### config.mk
export PLATFORM = sky130hd
export DESIGN_NAME = io_input_port
export DESIGN_NICKNAME = d
export VERILOG_FILES = /design/src/rtl/io_input_port.sv
export SDC_FILE = /design/constraint.sdc
export NUM_CORES = 1
export LEC_CHECK = 0
export ABC_AREA = 0
export BUFFER_PORTS_ARGS = -buffer_cell sky130_fd_sc_hd__clkbuf_2
export CAP_MARGIN = 20
export CORE_MARGIN = 1
export CORE_UTILIZATION = 45
export DETAILED_ROUTE_END_ITERATION = 10
export PLACE_DENSITY = 0.65
export RECOVER_POWER = 25
export SETUP_SLACK_MARGIN = 0.1
export SLEW_MARGIN = 25
export SYNTH_ARGS = -nofsm -noshare
export SYNTH_HDL_FRONTEND = slang
export SYNTH_SLANG_ARGS = --single-unit
### constraint.sdc
create_clock -name i_clock -period 2 [get_ports i_clock]
set_clock_uncertainty 0.15 [all_clocks]
set_input_delay 0.3 -clock i_clock [delete_from_list [all_inputs] [get_ports i_clock]]
set_output_delay 0.3 -clock i_clock [all_outputs]
set_load 0.01 [all_outputs]
### src/rtl/io_input_port.sv
// ----------------------------------------------------------------------------
// io_input_port
//
// Responder side of the processor's input handshake. Board switches and the
// push button are synchronized, the button is debounced, and one switch word
// is presented per accepted press while the processor holds its request.
//
// Ports
//   i_clock        system clock (rising edge), shared with the processor
//   i_reset        asynchronous active-low reset
//   i_request      processor input request, 1 = waiting for input
//   i_switches     raw asynchronous switch pins
//   i_button       raw asynchronous push button, 1 = pressed
//   o_trigger      1 = o_in valid, held until i_request is seen low
//   o_in           latched switch word
//   o_armed        1 while waiting for a press against an active request
//   o_press_count  accepted inputs, wraps 255 -> 0
//
// State table
//   S_IDLE    | no request being served; presses are discarded
//   S_ARMED   | request active, waiting for a debounced press
//   S_PRESENT | o_in valid, trigger held until the request drops
//   S_RELEASE | request dropped, waiting for the button to be released
// ----------------------------------------------------------------------------
module io_input_port #(
    parameter int DATA_W          = 10,
    parameter int DEBOUNCE_CYCLES = 50000,
    parameter int CNT_W           = 16
) (
    input  logic              i_clock,
    input  logic              i_reset,
    input  logic              i_request,
    input  logic [DATA_W-1:0] i_switches,
    input  logic              i_button,
    output logic              o_trigger,
    output logic [DATA_W-1:0] o_in,
    output logic              o_armed,
    output logic [7:0]        o_press_count
);

    typedef enum logic [1:0] {
        S_IDLE    = 2'd0,
        S_ARMED   = 2'd1,
        S_PRESENT = 2'd2,
        S_RELEASE = 2'd3
    } state_t;

    // Counter value on which the DEBOUNCE_CYCLES-th mismatching sample lands.
    localparam logic [CNT_W-1:0] DB_LAST = CNT_W'(DEBOUNCE_CYCLES - 1);

    logic              r_btn_meta;
    logic              r_btn_s;
    logic [DATA_W-1:0] r_sw_meta;
    logic [DATA_W-1:0] r_sw_s;
    logic [CNT_W-1:0]  r_db_cnt;
    logic              r_btn_db;
    logic              r_btn_db_q;
    state_t            r_state;
    state_t            w_next;
    logic              w_press;
    logic              w_latch;
    logic              r_trigger;
    logic              r_armed;
    logic [DATA_W-1:0] r_in;
    logic [7:0]        r_press_count;

    // Two-flop synchronizers on every asynchronous pin.
    always_ff @(posedge i_clock or negedge i_reset) begin
        if (!i_reset) begin
            r_btn_meta <= 1'b0;
            r_btn_s    <= 1'b0;
            r_sw_meta  <= '0;
            r_sw_s     <= '0;
        end else begin
            r_btn_meta <= i_button;
            r_btn_s    <= r_btn_meta;
            r_sw_meta  <= i_switches;
            r_sw_s     <= r_sw_meta;
        end
    end

    // Debouncer: the counter only runs while the synchronized level differs
    // from the accepted level, so any bounce back restarts the qualification.
    always_ff @(posedge i_clock or negedge i_reset) begin
        if (!i_reset) begin
            r_db_cnt   <= '0;
            r_btn_db   <= 1'b0;
            r_btn_db_q <= 1'b0;
        end else begin
            r_btn_db_q <= r_btn_db;
            if (r_btn_s == r_btn_db) begin
                r_db_cnt <= '0;
            end else if (r_db_cnt == DB_LAST) begin
                r_db_cnt <= '0;
                r_btn_db <= r_btn_s;
            end else begin
                r_db_cnt <= r_db_cnt + 1'b1;
            end
        end
    end

    assign w_press = r_btn_db & ~r_btn_db_q;

    always_ff @(posedge i_clock or negedge i_reset) begin
        if (!i_reset) begin
            r_state <= S_IDLE;
        end else begin
            r_state <= w_next;
        end
    end

    // A falling request takes priority over a simultaneous press in ARMED.
    always_comb begin
        w_next  = r_state;
        w_latch = 1'b0;
        case (r_state)
            S_IDLE: begin
                if (i_request) begin
                    w_next = S_ARMED;
                end
            end
            S_ARMED: begin
                if (!i_request) begin
                    w_next = S_IDLE;
                end else if (w_press) begin
                    w_next  = S_PRESENT;
                    w_latch = 1'b1;
                end
            end
            S_PRESENT: begin
                if (!i_request) begin
                    w_next = S_RELEASE;
                end
            end
            S_RELEASE: begin
                if (!r_btn_db) begin
                    w_next = S_IDLE;
                end
            end
            default: begin
                w_next = S_IDLE;
            end
        endcase
    end

    // Outputs are registered from the next state so they switch on the same
    // edge as the state and o_in, with no path from the input pins.
    always_ff @(posedge i_clock or negedge i_reset) begin
        if (!i_reset) begin
            r_trigger     <= 1'b0;
            r_armed       <= 1'b0;
            r_in          <= '0;
            r_press_count <= 8'd0;
        end else begin
            r_trigger <= (w_next == S_PRESENT);
            r_armed   <= (w_next == S_ARMED);
            if (w_latch) begin
                r_in          <= r_sw_s;
                r_press_count <= r_press_count + 8'd1;
            end
        end
    end

    assign o_trigger     = r_trigger;
    assign o_armed       = r_armed;
    assign o_in          = r_in;
    assign o_press_count = r_press_count;

endmodule

==> results.ini, run 1 <==
[drt]
viasPerCell = 4.73
postRouteAntennaNets = 0
dr.pass1.iters = 4
drtIter0Drc = 116
wl_um = 3640
wl_per_cell_um = 12.4
drc_errors = 0
vias = 1386

[place]
placement.io_buffers = 33
dp.final_hpwl_um = 2380
routabilityCongestion = 0.773

[power_and_ir_drop]
power_w = 0.00243
power.share.clock = 0.433
p_int_w = 0.00192
power.leakage_nw = 1.39
p_comb_frac = 0.033
power_switching_w = 0.000512
power_density_nw_per_um2 = 833
switching_share = 0.211
peakVddDrop_uv = 576
p_seq_frac = 0.535

[floorplanning]
die_x_um = 74.6
rows = 26
start_util = 0.464
die_h_um = 74.6
ios = 34
die-area_um2 = 5570
core_area_um2 = 5110

[logic_synthesis]
synth_async_sr_flop_share = 1.00
synth_flop_cell = dfrtp_1
syn_inst = 164
yosys_warnings = 0
syn-num-nets = 180
synth-edff-count = 0
ys_seq_elements = 62
synth.avg_cell_area_um2 = 14.5
synth.cell_area_um2 = 2370
netlist-cell-type-count = 29
ys_seq_area_frac = 0.654

[timing]
grt_setup_unrepaired = no
slew_violations = 0
post-route-period-util = 0.805
worstMarginPinSlew_ns = 0.805
period_needed_ns = 1.61
slew_headroom = 0.463
final-hold-violation-count = 0
fin_tns_setup_ns = 0
holdWs_ns = 0.185
timing.fmax_mhz = 621
setup_viol = 0

[global_routing]
grt_use_total = 0.157
grt_max_degree = 63
grt_pass1_wl_um = 6200
grt_pass1_vias = 1429
antenna_found_initial = 0
grt_remaining_overflow = 0

[final_layout]
drive_gt1_frac = 0.318
num_antenna_cells = 0
area_growth_pct = 23.0
nets = 235

[clock_tree]
cts-resized-gates = 0
cts_setup_buffers = 0
htreeDepth = 3
cts_sinks = 62
root_buffer = clkbuf_8
numCtsBuffers = 9
cts_tree = yes
path_clk_slew_ns = 0.06
clock_tree.buffer_depth = 2
clk_latency_ns = 0.33

[worst_setup_path]
cp-start-kind = flop
path_class = reg -> reg
reg2reg_to = r_db_cnt[14]$_DFF_PN0_
worst_ep_required_time_ns = 2.07
startpoint = r_db_cnt[0]$_DFF_PN0_
reg2reg_slack_ns = 0.39
r2r_cells = 5
crit_arrival_ns = 1.68
cp_max_fo = 4
crit_end = r_db_cnt[14]$_DFF_PN0_
r2r_start = r_db_cnt[0]$_DFF_PN0_
endpoint_kind = flop

[outcome]
status = finished, final reports clean

[run]
maxCapViolations = 0

[worst_hold_path]
hold_path_class = in -> reg

## power by group through the flow
stage                     combinational (W)  sequential, W  clock, W
after floorplan                   0.0000208        0.00132         0
after global placement            0.0000646        0.00132         0
after detailed placement          0.0000676        0.00132         0
after CTS                         0.0000864        0.00130   0.00108
after global routing              0.0000915        0.00130   0.00112
final                             0.0000790        0.00130   0.00105
## logic make-up (layout without fill, tap and decap cells)
| logic type | after synthesis | in the layout | synth area share |
|---|---|---|---|
| AO/OA/AOI/OAI | 2 | 2 | 0.00686 |
| XOR/XNOR | 22 | 22 | 0.0812 |
| adder cells (fa/ha/maj) | 2 | 2 | 0.0105 |
| buffers and inverters | 5 | 64 | 0.0142 |
| flip-flops | 62 | 62 | 0.654 |
| multiplexers | 12 | 12 | 0.0570 |
| AND/OR/NAND/NOR | 59 | 59 | 0.176 |
## worst max-delay path, cell delays in order (launching register included)
cell and delay [ns]:
dfrtp_1 0.41, ha_1 0.21, nand3_1 0.18, nor4_2 0.34, xnor2_1 0.15, nor2_1 0.05
## area by class of cell
type / instances / area (um^2)
fill: 418 / 2190
sequential: 62 / 1550
multi-input combinational: 97 / 787
timing repair buffer: 46 / 293
clock buffer: 11 / 141
tap: 70 / 87.6
clock inverter: 4 / 47.5
inverter: 3 / 11.3
## cells in the mapped netlist, types with 3 or more instances
cell,instances,area [um^2]
mux2_2,8,90.1
inv_1,3,11.3
nor4_2,4,50.1
nor3_1,4,20.0
nand2b_1,3,18.8
xor2_1,4,35.0
dfrtp_1,62,1550
nor2_1,15,56.3
nand3_1,6,30.0
nand4_1,3,18.8
nand2_1,5,18.8
mux2_1,4,45.0
and3_1,4,25.0
xnor2_1,18,158
## cell usage in the layout, fill, tap and decap left out, types with 3 or more instances in the layout
master,count
nand2b_1,3
nor3_1,4
nand3_1,6
nor4_2,4
xnor2_1,18
inv_1,3
and3_1,4
mux2_2,8
nand4_1,3
nand2_1,5
clkbuf_2,33
dfrtp_1,62
xor2_1,4
nor2_1,15
dlygate4sd3_1,12
mux2_1,4
clkbuf_8,10
## what timing repair did
action                                  CTS  global route
endpoints found under the hold margin    73             0
hold buffers                             12             0
endpoints found under the setup margin    0             0
## per-layer routing
metal | vias up | share of wire | global-route usage
li1 | 668 | - | -
met1 | 678 | 0.44 | 0.179
met2 | 32 | 0.50 | 0.249
met3 | 8 | 0.045 | 0.0569
met4 | 0 | 0.018 | 0.101
met5 | - | 0 | 0
## registers in the layout (all words and copies together) (netlist names), 2 cells and up
register / flops
r_db_cnt: 16
o_in: 10
r_sw_meta: 10
r_sw_s: 10
o_press_count: 8
r_state: 2
## stage by stage
step	std cells	instance area, um^2	worst slack (ns)	utilization
after floorplan	164	2370	0.451	-
after global placement	266	2620	0.423	0.513
after detailed placement	266	2620	0.378	0.513
after CTS	293	2930	0.371	0.574
after global routing	293	2920	0.268	0.572
final	293	2920	0.389	0.572
## worst min path at each step
stage / from / endpoint / slack, ns / cells after the start
global route: i_request / r_state[0]$_DFF_PN0_ / 0.21 / 3
global placement: i_reset / o_press_count[7]$_DFFE_PN0P_ / 0.18 / 2
detailed placement: i_reset / o_press_count[6]$_DFFE_PN0P_ / 0.18 / 2
floorplan: i_reset / o_armed$_DFF_PN0_ / -0.15 / 0
finish: i_request / r_state[0]$_DFF_PN0_ / 0.19 / 3
CTS: i_request / r_state[0]$_DFF_PN0_ / 0.18 / 3
No activity file was read; power rests on OpenSTA's default activity.
==> run 2, diff against run 1 <==
==> constraint.sdc (replaced) <==
create_clock -name i_clock -period 1.5 [get_ports i_clock]
set_clock_uncertainty 0.15 [all_clocks]
set_input_delay 0.225 -clock i_clock [delete_from_list [all_inputs] [get_ports i_clock]]
set_output_delay 0.225 -clock i_clock [all_outputs]
set_load 0.01 [all_outputs]
==> results.ini, run 2 (synthesized netlist as in run 1, its figures left out) <==
[outcome]
status = complete, but fails checks  ; was finished, final reports clean
violations = setup timing

[floorplanning]
core_area_um2 = 5110  ; unchanged
die-area_um2 = 5570  ; unchanged
start_util = 0.464  ; unchanged
ios = 34  ; unchanged
die_h_um = 74.6  ; unchanged
rows = 26  ; unchanged
die_x_um = 74.6  ; unchanged

[power_and_ir_drop]
peakVddDrop_uv = 468  ; was 576 uV
power_density_nw_per_um2 = 923  ; was 833 nW/um^2
power.leakage_nw = 1.64  ; was 1.39 nW
power_w = 0.00315  ; was 0.00243 W

[final_layout]
area_growth_pct = 43.9  ; was 23.0%
largest_reg_flops = 16  ; unchanged
drive_gt1_frac = 0.488  ; was 0.318
final_common_cell = dfrtp_1  ; unchanged
nets = 260  ; was 235
num_antenna_cells = 0  ; unchanged
fillCellCount = 374  ; was 418
layout_common_cells = dfrtp_1, clkbuf_2, xnor2_1, buf_4  ; was dfrtp_1, clkbuf_2, xnor2_1, nor2_1, dlygate4sd3_1
regMostFlops = r_db_cnt  ; unchanged

[global_routing]
grt_use_met1 = 0.219  ; was 0.179
grt_pass1_wl_um = 7430  ; was 6200 um
grt_remaining_overflow = 0  ; unchanged
use_met3 = 0.0678  ; was 0.0569
grt_use_total = 0.189  ; was 0.157
grt.busiest_layer = met2  ; unchanged
grt_pass1_vias = 1587  ; was 1,429
grt_max_degree = 46  ; was 63
antenna_found_initial = 0  ; unchanged
met2_usage = 0.313  ; was 0.249

[drt]
drc_errors = 0  ; unchanged
dr.pass1.iters = 4  ; unchanged
vias = 1544  ; was 1,386
postRouteAntennaNets = 0  ; unchanged
viasPerCell = 4.86  ; was 4.73
wl_um = 4790  ; was 3640 um
drtIter0Drc = 106  ; was 116
wl_per_cell_um = 15.1  ; was 12.4 um

[worst_setup_path]
crit_chain = buf_6 -> nand4_4 -> buf_12 -> nor4_4 -> xnor2_2 -> nor2_4  ; was ha_1 -> nand3_1 -> nor4_2 -> xnor2_1 -> nor2_1
endpoint_kind = flop  ; unchanged
cp.buffers_inverters = 2  ; was 0
crit_arrival_ns = 1.65  ; was 1.68 ns
cp_max_fo = 3  ; was 4
cp_top_family = flip-flops  ; was simple AND/OR/NAND/NOR gates
worst_ep_required_time_ns = 1.57  ; was 2.07 ns
path_class = reg -> reg  ; unchanged
cp-start-kind = flop  ; unchanged
cp_slowest_cell = dfrtp_1  ; unchanged
cp_slowest_stage_delay_ns = 0.43  ; was 0.41 ns

[timing]
period_needed_ns = 1.58  ; was 1.61 ns
slew_headroom = 0.597  ; was 0.463
slew_violations = 0  ; unchanged
grt_setup_unrepaired = yes  ; was no
worstMarginPinSlew_ns = 0.605  ; was 0.805 ns
timing.fmax_mhz = 634  ; was 621 MHz
final.setup.worst_slack_ns = -0.0767  ; was 0.389 ns
fin_tns_setup_ns = -0.125  ; was 0 ns
setup_viol = 6  ; was 0
post-route-period-util = 1.05  ; was 0.805
final-hold-violation-count = 0  ; unchanged

[clock_tree]
path_clk_slew_ns = 0.07  ; was 0.06 ns
numCtsBuffers = 9  ; unchanged
cts_tree = yes  ; unchanged
cts_sinks = 62  ; unchanged
root_buffer = clkbuf_8  ; unchanged
htreeDepth = 3  ; unchanged
clock_tree.buffer_depth = 2  ; unchanged
clk_latency_ns = 0.33  ; about the same

[place]
placement.io_buffers = 33  ; unchanged
dp.final_hpwl_um = 2870  ; was 2380 um
routabilityCongestion = 0.814  ; was 0.773

[run]
maxCapViolations = 0  ; unchanged

[worst_hold_path]
hold_path_class = in -> reg  ; unchanged

-- run 2: worst register-to-register path, stage by stage, from the launching register on --
cell and delay (ns):
dfrtp_1 0.43, buf_6 0.14, nand4_4 0.12, buf_12 0.18
nor4_4 0.23, xnor2_2 0.17, nor2_4 0.06
-- run 2: path summary, 6_finish.rpt --
path                                        startpoint                           end  slack, ns  depth (start not counted)
max in group asynchronous                      i_reset         r_db_cnt[4]$_DFF_PN0_       0.33                          3
worst min register to register    r_btn_meta$_DFF_PN0_             r_btn_s$_DFF_PN0_       0.20                          0
worst min-delay path                         i_request             o_armed$_DFF_PN0_       0.06                          3
worst max register to register  r_db_cnt[10]$_DFF_PN0_        r_db_cnt[14]$_DFF_PN0_      -0.08                          6
worst max-delay path            r_db_cnt[10]$_DFF_PN0_        r_db_cnt[14]$_DFF_PN0_      -0.08                          6
min in group asynchronous                      i_reset  o_press_count[5]$_DFFE_PN0P_       0.31                          3
-- run 2: per-stage QoR --
| stage | instances | instance area, um^2 | utilization | hold slack, ns | setup WS (ns) |
|---|---|---|---|---|---|
| after floorplan | 164 | 2430 | - | -0.221 | 0.0269 |
| after global placement | 279 | 2780 | 0.544 | 0.0806 | 0.0197 |
| after detailed placement | 279 | 2780 | 0.544 | 0.0920 | -0.0227 |
| after CTS | 316 | 3310 | 0.648 | 0.0509 | 0.00488 |
| after global routing | 318 | 3410 | 0.669 | 0.0504 | -0.136 |
| final | 318 | 3410 | 0.669 | 0.0625 | -0.0767 |
-- run 2: what timing repair did --
action                                  4_1_cts  5_1_grt
endpoints found under the setup margin       31       36
hold buffers                                 12        0
pin swaps                                     9        8
hold endpoints to repair                     73        0
setup buffers                                 8        3
resized for setup                            21       24
gates cloned                                  2        0
-- run 2: layer usage --
metal  vias up  routed length (um)
li1        721                   -
met1       766                1980
met2        42                2460
met3        15                 192
met4         0                 161
met5         -                   0
-- run 2: where the power goes --
part	internal [W]	switching (W)
Combinational	0.0000697	0.0000778
Sequential	0.00171	0.0000265
Clock	0.000671	0.000593
Total	0.00245	0.000697
-- run 2: final cells by class --
cell class                 instances  area, um^2  share of cell area
clock inverter                     4        22.5             0.00660
sequential                        62        1560               0.455
multi-input combinational         98        1040               0.306
clock buffer                      11         151              0.0443
timing repair buffer              70         542               0.159
inverter                           3        11.3             0.00330
tap                               70        87.6              0.0257
==> run 3, diff against run 2 <==
--- a/config.mk
+++ b/config.mk
@@ -11,7 +11,7 @@
 export CORE_MARGIN = 1
 export CORE_UTILIZATION = 45
 export DETAILED_ROUTE_END_ITERATION = 10
-export PLACE_DENSITY = 0.65
+export PLACE_DENSITY = 0.7
 export RECOVER_POWER = 25
 export SETUP_SLACK_MARGIN = 0.1
 export SLEW_MARGIN = 25
==> results.ini, run 3 (synthesized netlist as in run 1, its figures left out) <==
[drt]
dr.pass1.iters = 4  ; unchanged
drc_errors = 0  ; unchanged
vias = 1540  ; was 1,544
postRouteAntennaNets = 0  ; unchanged
viasPerCell = 4.75  ; was 4.86
wl_per_cell_um = 15.1  ; about the same
drtIter0Drc = 49  ; was 106
wl_um = 4890  ; was 4790 um

[worst_setup_path]
r2r_cells = 7  ; was 6
r2r_start = r_db_cnt[0]$_DFF_PN0_  ; was r_db_cnt[10]$_DFF_PN0_
cp_max_fo = 8  ; was 3
startpoint = r_db_cnt[0]$_DFF_PN0_  ; was r_db_cnt[10]$_DFF_PN0_
endpoint_kind = flop  ; unchanged
crit_arrival_ns = 1.64  ; was 1.65 ns
cp-start-kind = flop  ; unchanged
path_class = reg -> reg  ; unchanged
worst_ep_required_time_ns = 1.61  ; was 1.57 ns

[final_layout]
layout_common_cells = dfrtp_1, clkbuf_2, buf_4, xnor2_1  ; was dfrtp_1, clkbuf_2, xnor2_1, buf_4
drive_gt1_frac = 0.508  ; was 0.488
largest_reg_flops = 16  ; unchanged
seq_area_um2 = 1560  ; about the same
fillCellCount = 330  ; was 374
multi_input_area_um2 = 1100  ; was 1040 um^2
regMostFlops = r_db_cnt  ; unchanged
nets = 265  ; was 260
finalInstanceArea_um2 = 3490  ; was 3410 um^2
num_antenna_cells = 0  ; unchanged
stdcell_count = 324  ; was 318
final_common_cell = dfrtp_1  ; unchanged
area_growth_pct = 47.3  ; was 43.9%

[timing]
slew_violations = 0  ; unchanged
holdWs_ns = 0.0598  ; was 0.0625 ns
worstMarginPinSlew_ns = 0.755  ; was 0.605 ns
slew_headroom = 0.497  ; was 0.597
timing.fmax_mhz = 651  ; was 634 MHz
fin_tns_setup_ns = -0.272  ; was -0.125 ns
grt_setup_unrepaired = yes  ; unchanged
post-route-period-util = 1.02  ; was 1.05
setup_viol = 15  ; was 6
period_needed_ns = 1.54  ; was 1.58 ns
final.setup.worst_slack_ns = -0.0353  ; was -0.0767 ns
final-hold-violation-count = 0  ; unchanged

[worst_hold_path]
hold_depth = 3  ; unchanged
holdCritStartpoint = i_request  ; unchanged
hold_path_class = in -> reg  ; unchanged

[outcome]
violations = setup timing  ; unchanged
status = complete, but fails checks  ; unchanged

[clock_tree]
path_clk_slew_ns = 0.07  ; about the same
cts_tree = yes  ; unchanged
clock_tree.buffer_depth = 2  ; unchanged
clk_latency_ns = 0.33  ; about the same
root_buffer = clkbuf_8  ; unchanged
numCtsBuffers = 9  ; unchanged
htreeDepth = 3  ; unchanged
cts_sinks = 62  ; unchanged

[place]
placement.io_buffers = 33  ; unchanged
routabilityCongestion = 0.746  ; was 0.814
dp.cells = 278  ; was 279
dpl_cell_area_um2 = 2770  ; was 2780 um^2
dp.final_hpwl_um = 2540  ; was 2870 um

[power_and_ir_drop]
peakVddDrop_uv = 524  ; was 468 uV
power.leakage_nw = 1.68  ; was 1.64 nW
power_density_nw_per_um2 = 907  ; was 923 nW/um^2

[floorplanning]
die-area_um2 = 5570  ; unchanged
rows = 26  ; unchanged
die_x_um = 74.6  ; unchanged
core_area_um2 = 5110  ; unchanged
die_h_um = 74.6  ; unchanged
ios = 34  ; unchanged
start_util = 0.464  ; unchanged

[run]
maxCapViolations = 0  ; unchanged

[global_routing]
grt_max_degree = 63  ; was 46
grt_use_total = 0.180  ; was 0.189
antenna_found_initial = 0  ; unchanged
grt_pass1_vias = 1506  ; was 1,587
grt_pass1_wl_um = 7140  ; was 7430 um
grt_remaining_overflow = 0  ; unchanged

## run 3: critical path: stages (launching register included)
cell	delay, ns
dfrtp_1	0.39
buf_6	0.13
ha_4	0.17
and3_4	0.20
nand4_4	0.09
buf_6	0.12
nand2_8	0.08
nor2_1	0.14
## run 3: through the flow
step                 util  total power, W  worst slack, ns
CTS                 0.628         0.00318          0.00915
detailed placement  0.542         0.00187          -0.0332
finish              0.684         0.00317          -0.0353
global placement    0.542         0.00186         -0.00914
global route        0.684         0.00329          -0.0923
floorplan               -         0.00179           0.0269
## run 3: per-layer routing
metal / GRT usage / up-vias / part of all wire
met5: 0 / - / 0
met4: 0.0692 / 0 / 0.017
met3: 0.0691 / 9 / 0.038
met2: 0.284 / 37 / 0.52
met1: 0.224 / 762 / 0.42
li1: - / 732 / -
## run 3: power breakdown
group,internal [W],switching [W],total (W)
logic,0.0000698,0.0000792,0.000149
registers,0.00171,0.0000241,0.00174
clock network,0.000634,0.000650,0.00128
total,0.00242,0.000753,0.00317
## run 3: worst paths after layout
kind,endpoint,slack [ns]
min in group asynchronous,o_in[7]$_DFFE_PN0P_,0.44
setup / recovery,r_db_cnt[6]$_DFF_PN0_,-0.04
max in group asynchronous,r_db_cnt[3]$_DFF_PN0_,0.21
hold / removal,o_armed$_DFF_PN0_,0.06
setup reg to reg,r_db_cnt[6]$_DFF_PN0_,-0.04
hold reg to reg,r_sw_s[7]$_DFF_PN0_,0.19
## run 3: timing repair
action,CTS,global route
pin swaps,6,12
setup buffers,7,8
gates cloned,0,3
hold buffers,12,0
hold endpoints to repair,73,0
setup endpoints to repair,32,35
gates resized for setup,16,39
## run 3: area by class of cell
type | count | share of cell area
sequential | 62 | 0.446
multi-input combinational | 99 | 0.315
timing repair buffer | 74 | 0.160
clock buffer | 10 | 0.0394
tap | 70 | 0.0251
clock inverter | 6 | 0.0107
inverter | 3 | 0.00322
